[config.mk]
export PLATFORM = sky130hd
export DESIGN_NAME = bnn_control_unit
export DESIGN_NICKNAME = d
export VERILOG_FILES = /design/src/rtl/bnn_control_unit.sv
export SDC_FILE = /design/constraint.sdc
export NUM_CORES = 1
export LEC_CHECK = 0
export ABC_AREA = 1
export CAP_MARGIN = 15
export CORE_UTILIZATION = 37
export CTS_CLUSTER_SIZE = 25
export DETAILED_ROUTE_END_ITERATION = 16
export GPL_ROUTABILITY_DRIVEN = 1
export GPL_TIMING_DRIVEN = 0
export HOLD_SLACK_MARGIN = 0.15
export MAX_ROUTING_LAYER = met4
export SLEW_MARGIN = 10
export SYNTH_ARGS = -nofsm -noshare
export SYNTH_HDL_FRONTEND = slang
export SYNTH_SLANG_ARGS = --single-unit
[constraint.sdc]
create_clock -name clk_i -period 2.7 [get_ports clk_i]
set_input_delay 0.54 -clock clk_i [delete_from_list [all_inputs] [get_ports clk_i]]
set_output_delay 0.54 -clock clk_i [all_outputs]
set_load 0.05 [all_outputs]
[src/rtl/bnn_control_unit.sv]
// Address sequencer for the binarized 3x3 convolution layer.
// Walks a KxK window across the image in raster order, one graph-memory read
// address per clock, and pulses WR with the output address as each window completes.
module bnn_control_unit #(
  parameter int IMG_SIZE = 32,
  parameter int K        = 3,
  parameter int ADDR_W   = 5
) (
  input  logic              clk_i,
  input  logic              rst_i,
  output logic [ADDR_W-1:0] graph_mem_rowaddr_o,
  output logic [ADDR_W-1:0] graph_mem_coladdr_o,
  output logic [ADDR_W-1:0] out_mem_rowaddr_o,
  output logic [ADDR_W-1:0] out_mem_coladdr_o,
  output logic              WR_o
);

  localparam int OUT_SIZE = IMG_SIZE - K + 1;
  localparam int KW       = (K > 2) ? $clog2(K) : 1;

  localparam logic [ADDR_W-1:0] OUT_LAST = ADDR_W'(OUT_SIZE - 1);
  localparam logic [KW-1:0]     K_LAST   = KW'(K - 1);

  typedef enum logic {RUN, DONE} state_e;

  state_e            state_q, state_d;
  logic [ADDR_W-1:0] orow_q, orow_d, ocol_q, ocol_d;
  logic [KW-1:0]     ki_q, ki_d, kj_q, kj_d;
  logic [ADDR_W-1:0] grow_q, grow_d, gcol_q, gcol_d;
  logic [ADDR_W-1:0] orow_out_q, orow_out_d, ocol_out_q, ocol_out_d;
  logic              wr_q, wr_d;
  logic              win_last;

  // Next-state: advance the window offsets, then the window origin; the graph
  // address register is loaded from the next counters so it lines up with them.
  always_comb begin
    state_d    = state_q;
    orow_d     = orow_q;
    ocol_d     = ocol_q;
    ki_d       = ki_q;
    kj_d       = kj_q;
    orow_out_d = orow_out_q;
    ocol_out_d = ocol_out_q;
    wr_d       = 1'b0;
    win_last   = (ki_q == K_LAST) && (kj_q == K_LAST);

    if (state_q == RUN) begin
      if (!win_last) begin
        if (kj_q == K_LAST) begin
          kj_d = '0;
          ki_d = ki_q + 1'b1;
        end else begin
          kj_d = kj_q + 1'b1;
        end
      end else begin
        // The 9th pixel is sampled by the datapath during the WR cycle.
        wr_d       = 1'b1;
        orow_out_d = orow_q;
        ocol_out_d = ocol_q;
        if ((orow_q == OUT_LAST) && (ocol_q == OUT_LAST)) begin
          // Counters freeze so the graph address holds the final pixel.
          state_d = DONE;
        end else begin
          ki_d = '0;
          kj_d = '0;
          if (ocol_q == OUT_LAST) begin
            ocol_d = '0;
            orow_d = orow_q + 1'b1;
          end else begin
            ocol_d = ocol_q + 1'b1;
          end
        end
      end
    end

    grow_d = orow_d + ADDR_W'(ki_d);
    gcol_d = ocol_d + ADDR_W'(kj_d);
  end

  // State, counters and registered outputs; reset restarts at window (0,0).
  always_ff @(posedge clk_i) begin
    if (rst_i) begin
      state_q    <= RUN;
      orow_q     <= '0;
      ocol_q     <= '0;
      ki_q       <= '0;
      kj_q       <= '0;
      grow_q     <= '0;
      gcol_q     <= '0;
      orow_out_q <= '0;
      ocol_out_q <= '0;
      wr_q       <= 1'b0;
    end else begin
      state_q    <= state_d;
      orow_q     <= orow_d;
      ocol_q     <= ocol_d;
      ki_q       <= ki_d;
      kj_q       <= kj_d;
      grow_q     <= grow_d;
      gcol_q     <= gcol_d;
      orow_out_q <= orow_out_d;
      ocol_out_q <= ocol_out_d;
      wr_q       <= wr_d;
    end
  end

  assign graph_mem_rowaddr_o = grow_q;
  assign graph_mem_coladdr_o = gcol_q;
  assign out_mem_rowaddr_o   = orow_out_q;
  assign out_mem_coladdr_o   = ocol_out_q;
  assign WR_o                = wr_q;

endmodule

; Word-level counts from Yosys, hierarchy flattened
; Index checks and enable logic that the tools add are counted.
[op_classes]
eq_ne = 4
n_bitwise = 1
mux = 20
n_reduce_logical = 4
addsub = 6
[ops]
columns = op, count
row1 = two-way mux 5 bit, 8
row2 = two-way mux 2 bit, 8
row3 = adder 5 x 1 -> 5 bit (second input constant), 2
row4 = adder 5 x 2 -> 5 bit, 2
row5 = equality test 5 bit (second input constant), 2
row6 = adder 2 x 1 -> 2 bit (second input constant), 2
row7 = equality test 2 bit (second input constant), 2
row8 = two-way mux 1 bit, 4
row9 = logical AND 1 bit, 2
row10 = AND reduction 2 bit, 1
row11 = OR reduction 2 bit, 1
row12 = NOT 1 bit, 1
[totals]
output_inout_bits = 21
reg_bits = 36

; Logic depth before layout (Yosys ltp)
; Gate-level depths: netlist of the first run.
[logic_depth]
depth_word = 6
mapped_depth = 17
mapped_depth_nobuf = 17

; Worst setup path before layout of the first run
; No wires, ideal clock.
[synth_path]
path_type = reg-to-reg
start = reg ki_q[0]
end = reg gcol_q[4] (netlist: graph_mem_coladdr_o[4])
setup_slack_ns = 0.496
required_ns = 2.585
stages_incl_launch_ff = 15
n_path_buf = 1
synth_period_minus_slack_ns = 2.204
t_arrival_ns = 2.089
path_cell_list = dfxtp_1 -> inv_1 -> ha_1 -> nand3_4 -> nor2_4 -> buf_6 -> nand2_1 -> o21ai_0 -> inv_1 -> ha_1 -> fa_1 -> inv_1 -> nor2_1 -> a21oi_1 -> nor2_1
[synth_between]
elab_chain_cells = 5
elab_cells_between_ends = 7
classes_between = add/sub (1) / eq/ne (1) / mux (4) / reduce/logical (1)
[synth_rtl]
columns = item, line
row1 = start: declaration, 28  ; logic [KW-1:0] ki_q, ki_d, kj_q, kj_d;
row2 = start signal: assignment, 97  ; ki_q <= ki_d;
row3 = equality test 2 bit, 45  ; win_last = (ki_q == K_LAST) && (kj_q == K_LAST);
row4 = logical AND 1 bit, 45
row5 = two-way mux 5 bit, 48  ; if (!win_last) begin
row6 = two-way mux 5 bit, 47  ; if (state_q == RUN) begin
row7 = named net ocol_d[0], 27  ; logic [ADDR_W-1:0] orow_q, orow_d, ocol_q, ocol_d;
row8 = adder 5 x 2 -> 5 bit, 77  ; gcol_d = ocol_d + ADDR_W'(kj_d);
row9 = end signal: assignment, 100  ; gcol_q <= gcol_d;
row10 = end: declaration, 29  ; logic [ADDR_W-1:0] grow_q, grow_d, gcol_q, gcol_d;
; The timed path passes the listed nets, and every way through them passes these cells.
; A chain may end at the register's enable or synchronous reset.

; Final worst setup path of the first run
[layout_path]
start = reg ocol_q[1]
end = reg grow_q[4] (netlist: graph_mem_rowaddr_o[4])
[layout_between]
elab_chain_cells = 6
elab_cells_between_ends = 10
classes_between = add/sub (1) / eq/ne (1) / mux (7) / reduce/logical (1)
[layout_rtl]
columns = item, line
row1 = start: declaration, 27
row2 = start signal: assignment, 96  ; ocol_q <= ocol_d;
row3 = equality test 5 bit *, "60, 66"
row4 = two-way mux 5 bit or logical AND 1 bit (tied branches), "66, 60"
row5 = two-way mux 5 bit *, 60  ; if ((orow_q == OUT_LAST) && (ocol_q == OUT_LAST)) begin
row6 = two-way mux 5 bit *, 48
row7 = two-way mux 5 bit *, 47
row8 = named net orow_d[0], 27
row9 = adder 5 x 2 -> 5 bit *, 76  ; grow_d = orow_d + ADDR_W'(ki_d);
row10 = end signal: assignment, 99  ; grow_q <= grow_d;
row11 = end: declaration, 29
; Mark *: on every way through the listed nets, which the timed path passes. The rest lies on a longest branch.

==> reports/metrics.cfg, run 1 <==
[outcome]
status = finished, violations left
violations = DRC

[die]
core-area_sq_mm = 0.00444
rows = 24
initial_core_util_pct = 39.0
die_x_um = 70.5
die-area_sq_mm = 0.00496
num_io_pins = 23
fp.dieH_um = 70.5

[cts]
cts_buffer_depth = 2
cts_max_level = 2
cts-resized-gates = 0
tritoncts = done
clock-sinks = 36
clk_latency_ns = 0.28
clk_pin_slew_ns = 0.07
hold_buffers = 0
cts_inserted_buffers = 5
root_buffer = clkbuf_8
cts_setup_buffers = 0

[synthesis]
synth_cells = 234
yosysMostFrequentCell = inv_1
netlist_top_cells_area = dfxtp_1 (42%), inv_1 (8.7%), nor2_1 (8.0%), nand2_1 (7.4%), ha_1 (6.5%)
yosys.area.top_type_share_pct = 41.6
synth-xor-area-share_pct = 1.52
synth_top_family_by_area = simple AND/OR/NAND/NOR gates
syn_nets = 247
ys_seq_elements = 36
netlist_top_cells_count = inv_1 (40), nor2_1 (37), dfxtp_1 (36), nand2_1 (34), o21ai_0 (17)
syn_area_sq_mm = 0.00173
synth-edff-count = 0
ys.flop_type = dfxtp_1
yosysTopAreaCell = dfxtp_1
synth-simple-area-share_pct = 25.8
muxShareOfSynthArea_pct = 0
postSynthAreaPerCell_sq_um = 7.41
synth_compound_area_share_pct = 11.6
synthAdderAreaFrac_pct = 8.80
synth_seq_area_share_pct = 41.6
synthDistinctLibCells = 27
async_reset_ff_share_pct = 0
ys_warn_count = 0

[critical_path]
crit_arrival_ns = 2.64
worstSetupEndpointType = register
crit_family = adder cells
crit_fanout = 5
crit_buf_inv = 4
crit_chain = inv_1 > ha_1 > nand2_2 > inv_1 > nand2_1 > nor2_2 > nand2_2 > xor2_1 > ha_1 > fa_1 > inv_1 > nor2_2 > nand2_1 > nand2_1 > nand2_1 > inv_1
cp_data_required_time_ns = 2.89
startpoint_type = register
crit_path_top_delay_cell = fa_1
crit_type = reg -> reg
critPathMaxStageDelay_ns = 0.44

[placement]
portBuffers = 22
gp_routability_congestion = 0.880
dp_hpwl_mm = 2.61
place_ws_ns = 0.195

[layout]
layout-drive-gt1-share_pct = 8.71
fin_nets = 276
diodes = 0
utilization_pct = 47.5
area_growth_pct = 21.6

[global_routing]
overflow = 0
grt_pass1_vias = 1395
grt_max_degree = 11
grt_usage_pct = 16.5
antenna_found_initial = 0
grt_pass1_wl_mm = 6.24

[drt]
drt-pass1-iter-count = 10
num_vias = 1485
wl_per_cell_um = 11.1
vias_per_cell = 4.70
wl_mm = 3.50
dr.first_iter.drc_count = 61
drc = 5
postRouteAntennaNets = 0

[min_path]
hp-class = reg -> reg

[sta]
finalCritPeriodShare_pct = 90.9
rsz0062_at_grt = no
fin_skew_ns = 0.00689
slew_headroom_pct = 63.1
worst_pin_slew_ns = 0.553
fmax_mhz = 407
finalCriticalPeriod_ns = 2.46
layout_setup_ws_ns = 0.244
finalMaxSlewViolations = 0
fin_setup_tns_ns = 0
setup-violations-final = 0
final_hold_viol_count = 0

[power]
p_per_area_mw_per_mm2 = 491
p_leak_uw = 0.000980
ir_worst_vdd_uv = 218

[job]
cap_violations = 0

[registers in the layout, indices dropped and copies added (netlist names)]
| signal | flops |
|---|---|
| out_mem_coladdr_o | 5 |
| orow_q | 5 |
| WR_o | 1 |
| ocol_q | 5 |
| graph_mem_rowaddr_o | 5 |
| out_mem_rowaddr_o | 5 |
| state_q | 1 |
| graph_mem_coladdr_o | 5 |
| ki_q | 2 |
| kj_q | 2 |
[metrics by stage]
stage | hold WS [ns] | power (uW) | std cells | area (sq um)
after CTS | 0.509 | 1050 | 316 | 2110
final | 0.509 | 1040 | 316 | 2110
after floorplan | 0.457 | 632 | 234 | 1730
after global routing | 0.553 | 1090 | 316 | 2110
after global placement | 0.498 | 660 | 308 | 2020
after detailed placement | 0.499 | 661 | 308 | 2020
[cells in the final DEF, fill, tap and decap left out, types with 2 or more instances in the layout]
master,instances
o21ai_0,16
clkbuf_1,5
o21ai_1,2
nand3_1,10
dfxtp_1,36
a21o_1,2
nor2_1,37
nand2_2,6
nand4_1,4
clkbuf_8,6
nor2_2,3
nor3_1,4
fa_1,2
nand2_1,34
clkdlybuf4s50_1,22
inv_1,40
xor2_1,3
ha_1,9
a21oi_1,13
[cell families (layout without fill, tap and decap cells)]
kind of cell | after synthesis | in the layout
simple gates | 100 | 100
buf+inv | 47 | 77
compound gates | 37 | 37
flops | 36 | 36
fa+ha+maj | 11 | 11
xor+xnor | 3 | 3
[power by group]
group | leakage [uW] | internal [uW] | switching, uW
Clock | 0.0000455 | 208 | 179
Sequential | 0.000291 | 544 | 6.43
Combinational | 0.000643 | 32.2 | 66.4
[cell type report]
type / count / area, sq um
multi-input cells: 151 / 827
repair buffers: 22 / 220
clock buffers: 8 / 90.1
inverters: 41 / 154
plain buffers: 6 / 32.5
fillers: 469 / 2330
flip-flops and latches: 36 / 721
well taps: 52 / 65.1
[final timing paths]
path / depth (start not counted) / end / from / slack (ns)
setup / recovery: 16 / graph_mem_rowaddr_o[4]$_SDFF_PP0_ / ocol_q[1]$_SDFF_PP0_ / 0.24
hold / removal: 2 / out_mem_rowaddr_o[3]$_SDFFE_PP0P_ / orow_q[3]$_SDFF_PP0_ / 0.51
setup reg to reg: 16 / graph_mem_rowaddr_o[4]$_SDFF_PP0_ / ocol_q[1]$_SDFF_PP0_ / 0.24
hold reg to reg: 2 / out_mem_rowaddr_o[3]$_SDFFE_PP0P_ / orow_q[3]$_SDFF_PP0_ / 0.51
[per-layer routing]
layer  track usage (%)  wire [um]  up-vias  share of wire, %
li1                  -          -      791                 -
met1              21.6       1820      663                52
met2              24.7       1550       29                44
met3              3.90        102        2               2.9
met4              6.12         23        0              0.66
met5                 -          0        -                 0
[worst register-to-register path, cell delays in order, from the launching register on]
cell and delay, ns:
dfxtp_1 0.33, inv_1 0.11, ha_1 0.17, nand2_2 0.06
inv_1 0.06, nand2_1 0.10, nor2_2 0.21, nand2_2 0.14
xor2_1 0.20, ha_1 0.23, fa_1 0.44, inv_1 0.09
nor2_2 0.04, nand2_1 0.05, nand2_1 0.05, nand2_1 0.05
inv_1 0.04
No activity file was read; power rests on OpenSTA's default activity.
==> run 2, diff against run 1 <==
--- a/config.mk
+++ b/config.mk
@@ -8,9 +8,10 @@
 export ABC_AREA = 1
 export CAP_MARGIN = 15
 export CORE_UTILIZATION = 37
+export CTS_BUF_LIST = sky130_fd_sc_hd__clkbuf_8
+export CTS_CLUSTER_DIAMETER = 40
 export CTS_CLUSTER_SIZE = 25
 export DETAILED_ROUTE_END_ITERATION = 16
-export GPL_ROUTABILITY_DRIVEN = 1
 export GPL_TIMING_DRIVEN = 0
 export HOLD_SLACK_MARGIN = 0.15
 export MAX_ROUTING_LAYER = met4
==> run 2 against run 1 <==
Against the previous run:
- the run still ends with DRC left
- maximum frequency barely moved
- sequential share of layout area did not move
- hold slack got worse by 0.00090 ns
- critical path depth did not move
- largest cell class unchanged
- sequential power barely moved
- final cell count did not move
- clock power fell by 1%
- critical endpoint unchanged
- register-to-register slack barely moved
- critical path type unchanged
==> reports/metrics.cfg, run 2 (synthesized netlist as in run 1, its figures left out) <==
[drt]
wl_per_cell_um = 11.0
dr.first_iter.drc_count = 63
postRouteAntennaNets = 0
num_vias = 1497
drc = 5
vias_per_cell = 4.74
wl_mm = 3.48
drt-pass1-iter-count = 10

[global_routing]
grt_usage_pct = 16.5
grt_max_degree = 11
overflow = 0
grt_pass1_wl_mm = 6.24
antenna_found_initial = 0
grt_pass1_vias = 1395

[cts]
clock-sinks = 36
cts_setup_buffers = 0
root_buffer = clkbuf_8
tritoncts = done
clk_pin_slew_ns = 0.07
cts_inserted_buffers = 5
cts_buffer_depth = 2
cts_max_level = 2
clk_latency_ns = 0.29

[sta]
worst_pin_slew_ns = 0.548
slew_headroom_pct = 63.4
finalCritPeriodShare_pct = 91.0
setup-violations-final = 0
fin_setup_tns_ns = 0
final_hold_viol_count = 0
finalCriticalPeriod_ns = 2.46
fin_skew_ns = 0.00704
rsz0062_at_grt = no
finalMaxSlewViolations = 0
fmax_mhz = 407

[min_path]
hp-class = reg -> reg
min_to = out_mem_rowaddr_o[3]$_SDFFE_PP0P_
hp-start = orow_q[3]$_SDFF_PP0_
hold_depth = 2

[layout]
stdcell_area_sq_mm = 0.00211
layout-drive-gt1-share_pct = 8.71
diodes = 0
final_cell_mix = inv_1 (42), nor2_1 (37), dfxtp_1 (36)
fin_nets = 276
area_growth_pct = 21.6
final_common_cell = inv_1

[critical_path]
worstSetupEndpointType = register
crit_arrival_ns = 2.65
r2r_setup_slack_ns = 0.24
startpoint_type = register
cp_data_required_time_ns = 2.89
crit_fanout = 5
regToRegEndpoint = graph_mem_rowaddr_o[4]$_SDFF_PP0_
reg2regPathDepth = 16
r2r-start = ocol_q[1]$_SDFF_PP0_
crit_type = reg -> reg

[outcome]
violations = DRC
status = finished, violations left

[die]
num_io_pins = 23
fp.dieH_um = 70.5
rows = 24
initial_core_util_pct = 39.0
die-area_sq_mm = 0.00496
core-area_sq_mm = 0.00444
die_x_um = 70.5

[power]
ir_worst_vdd_uv = 218
p_clk_share_pct = 37.0
swShare_pct = 24.6
switching_power_uw = 254
p_leak_uw = 0.000988
seqPwrFrac_pct = 53.4
p_per_area_mw_per_mm2 = 488
p_int_uw = 776
combPwrFrac_pct = 9.6

[placement]
place_area_sq_mm = 0.00202
dp_hpwl_mm = 2.61
gp_routability_congestion = 0.880
portBuffers = 22

[job]
cap_violations = 0

==> run 2: cell types whose count changed in the layout (fill, tap and decap cells not counted) <==
cell,delta
clkbuf_1,-2
inv_1,+2
==> run 2: how the worst max path moves through the flow <==
| stage | start | to | slack [ns] | cells after the start |
|---|---|---|---|---|
| 3_3_place_gp | ocol_q[1]$_SDFF_PP0_ | graph_mem_rowaddr_o[4]$_SDFF_PP0_ | 0.22 | 16 |
| 2_1_floorplan | ki_q[0]$_SDFF_PP0_ | graph_mem_coladdr_o[4]$_SDFF_PP0_ | 0.50 | 14 |
| 4_1_cts | ocol_q[1]$_SDFF_PP0_ | graph_mem_rowaddr_o[4]$_SDFF_PP0_ | 0.18 | 16 |
| 6_report | ocol_q[1]$_SDFF_PP0_ | graph_mem_rowaddr_o[4]$_SDFF_PP0_ | 0.24 | 16 |
| 3_5_place_dp | ocol_q[1]$_SDFF_PP0_ | graph_mem_rowaddr_o[4]$_SDFF_PP0_ | 0.19 | 16 |
| 5_1_grt | ocol_q[1]$_SDFF_PP0_ | graph_mem_rowaddr_o[4]$_SDFF_PP0_ | 0.03 | 16 |
==> run 2: final cells by class <==
cell class,count,area (sq um)
sequential,36,721
clock inverter,2,7.51
inverter,41,154
fill,469,2330
multi-input combinational,151,827
timing repair buffer,22,220
buffer,6,32.5
clock buffer,6,82.6
tap,52,65.1
==> run 2: through the flow <==
| stage | utilization (%) | instances | hold slack [ns] | worst slack (ns) | total power (uW) |
|---|---|---|---|---|---|
| final | 47.5 | 316 | 0.509 | 0.244 | 1030 |
| after global routing | 47.5 | 316 | 0.553 | 0.0260 | 1080 |
| after CTS | 47.5 | 316 | 0.509 | 0.180 | 1040 |
| after detailed placement | 45.4 | 308 | 0.499 | 0.195 | 661 |
| after global placement | 45.4 | 308 | 0.498 | 0.223 | 660 |
| after floorplan | - | 234 | 0.457 | 0.496 | 632 |
==> run 2: power groups by stage <==
stage	combinational (uW)	sequential [uW]	clock (uW)
after floorplan	43.9	588	0
after global placement	97.8	562	0
after detailed placement	98.3	562	0
after CTS	99.3	550	394
after global routing	111	551	417
final	98.4	550	382
==> run 2: routing by layer <==
layer  track usage [%]  share of wire [%]  vias up
met4              6.12                1.5        0
met3              3.90                3.4        6
met5                 -                  0        -
li1                  -                  -      791
met1              21.6                 51      672
met2              24.7                 44       28
==> run 2: worst max-delay path, stage by stage (launching register included) <==
cell     delay, ns
dfxtp_1       0.32
inv_1         0.11
ha_1          0.17
nand2_2       0.06
inv_1         0.06
nand2_1       0.10
nor2_2        0.21
nand2_2       0.14
xor2_1        0.19
ha_1          0.23
fa_1          0.44
inv_1         0.09
nor2_2        0.04
nand2_1       0.05
nand2_1       0.05
nand2_1       0.05
inv_1         0.04
==> run 2: what timing repair did <==
item                                    CTS  global route
hold buffers                              0             0
resized for setup                         0             1
endpoints found under the setup margin    0             2
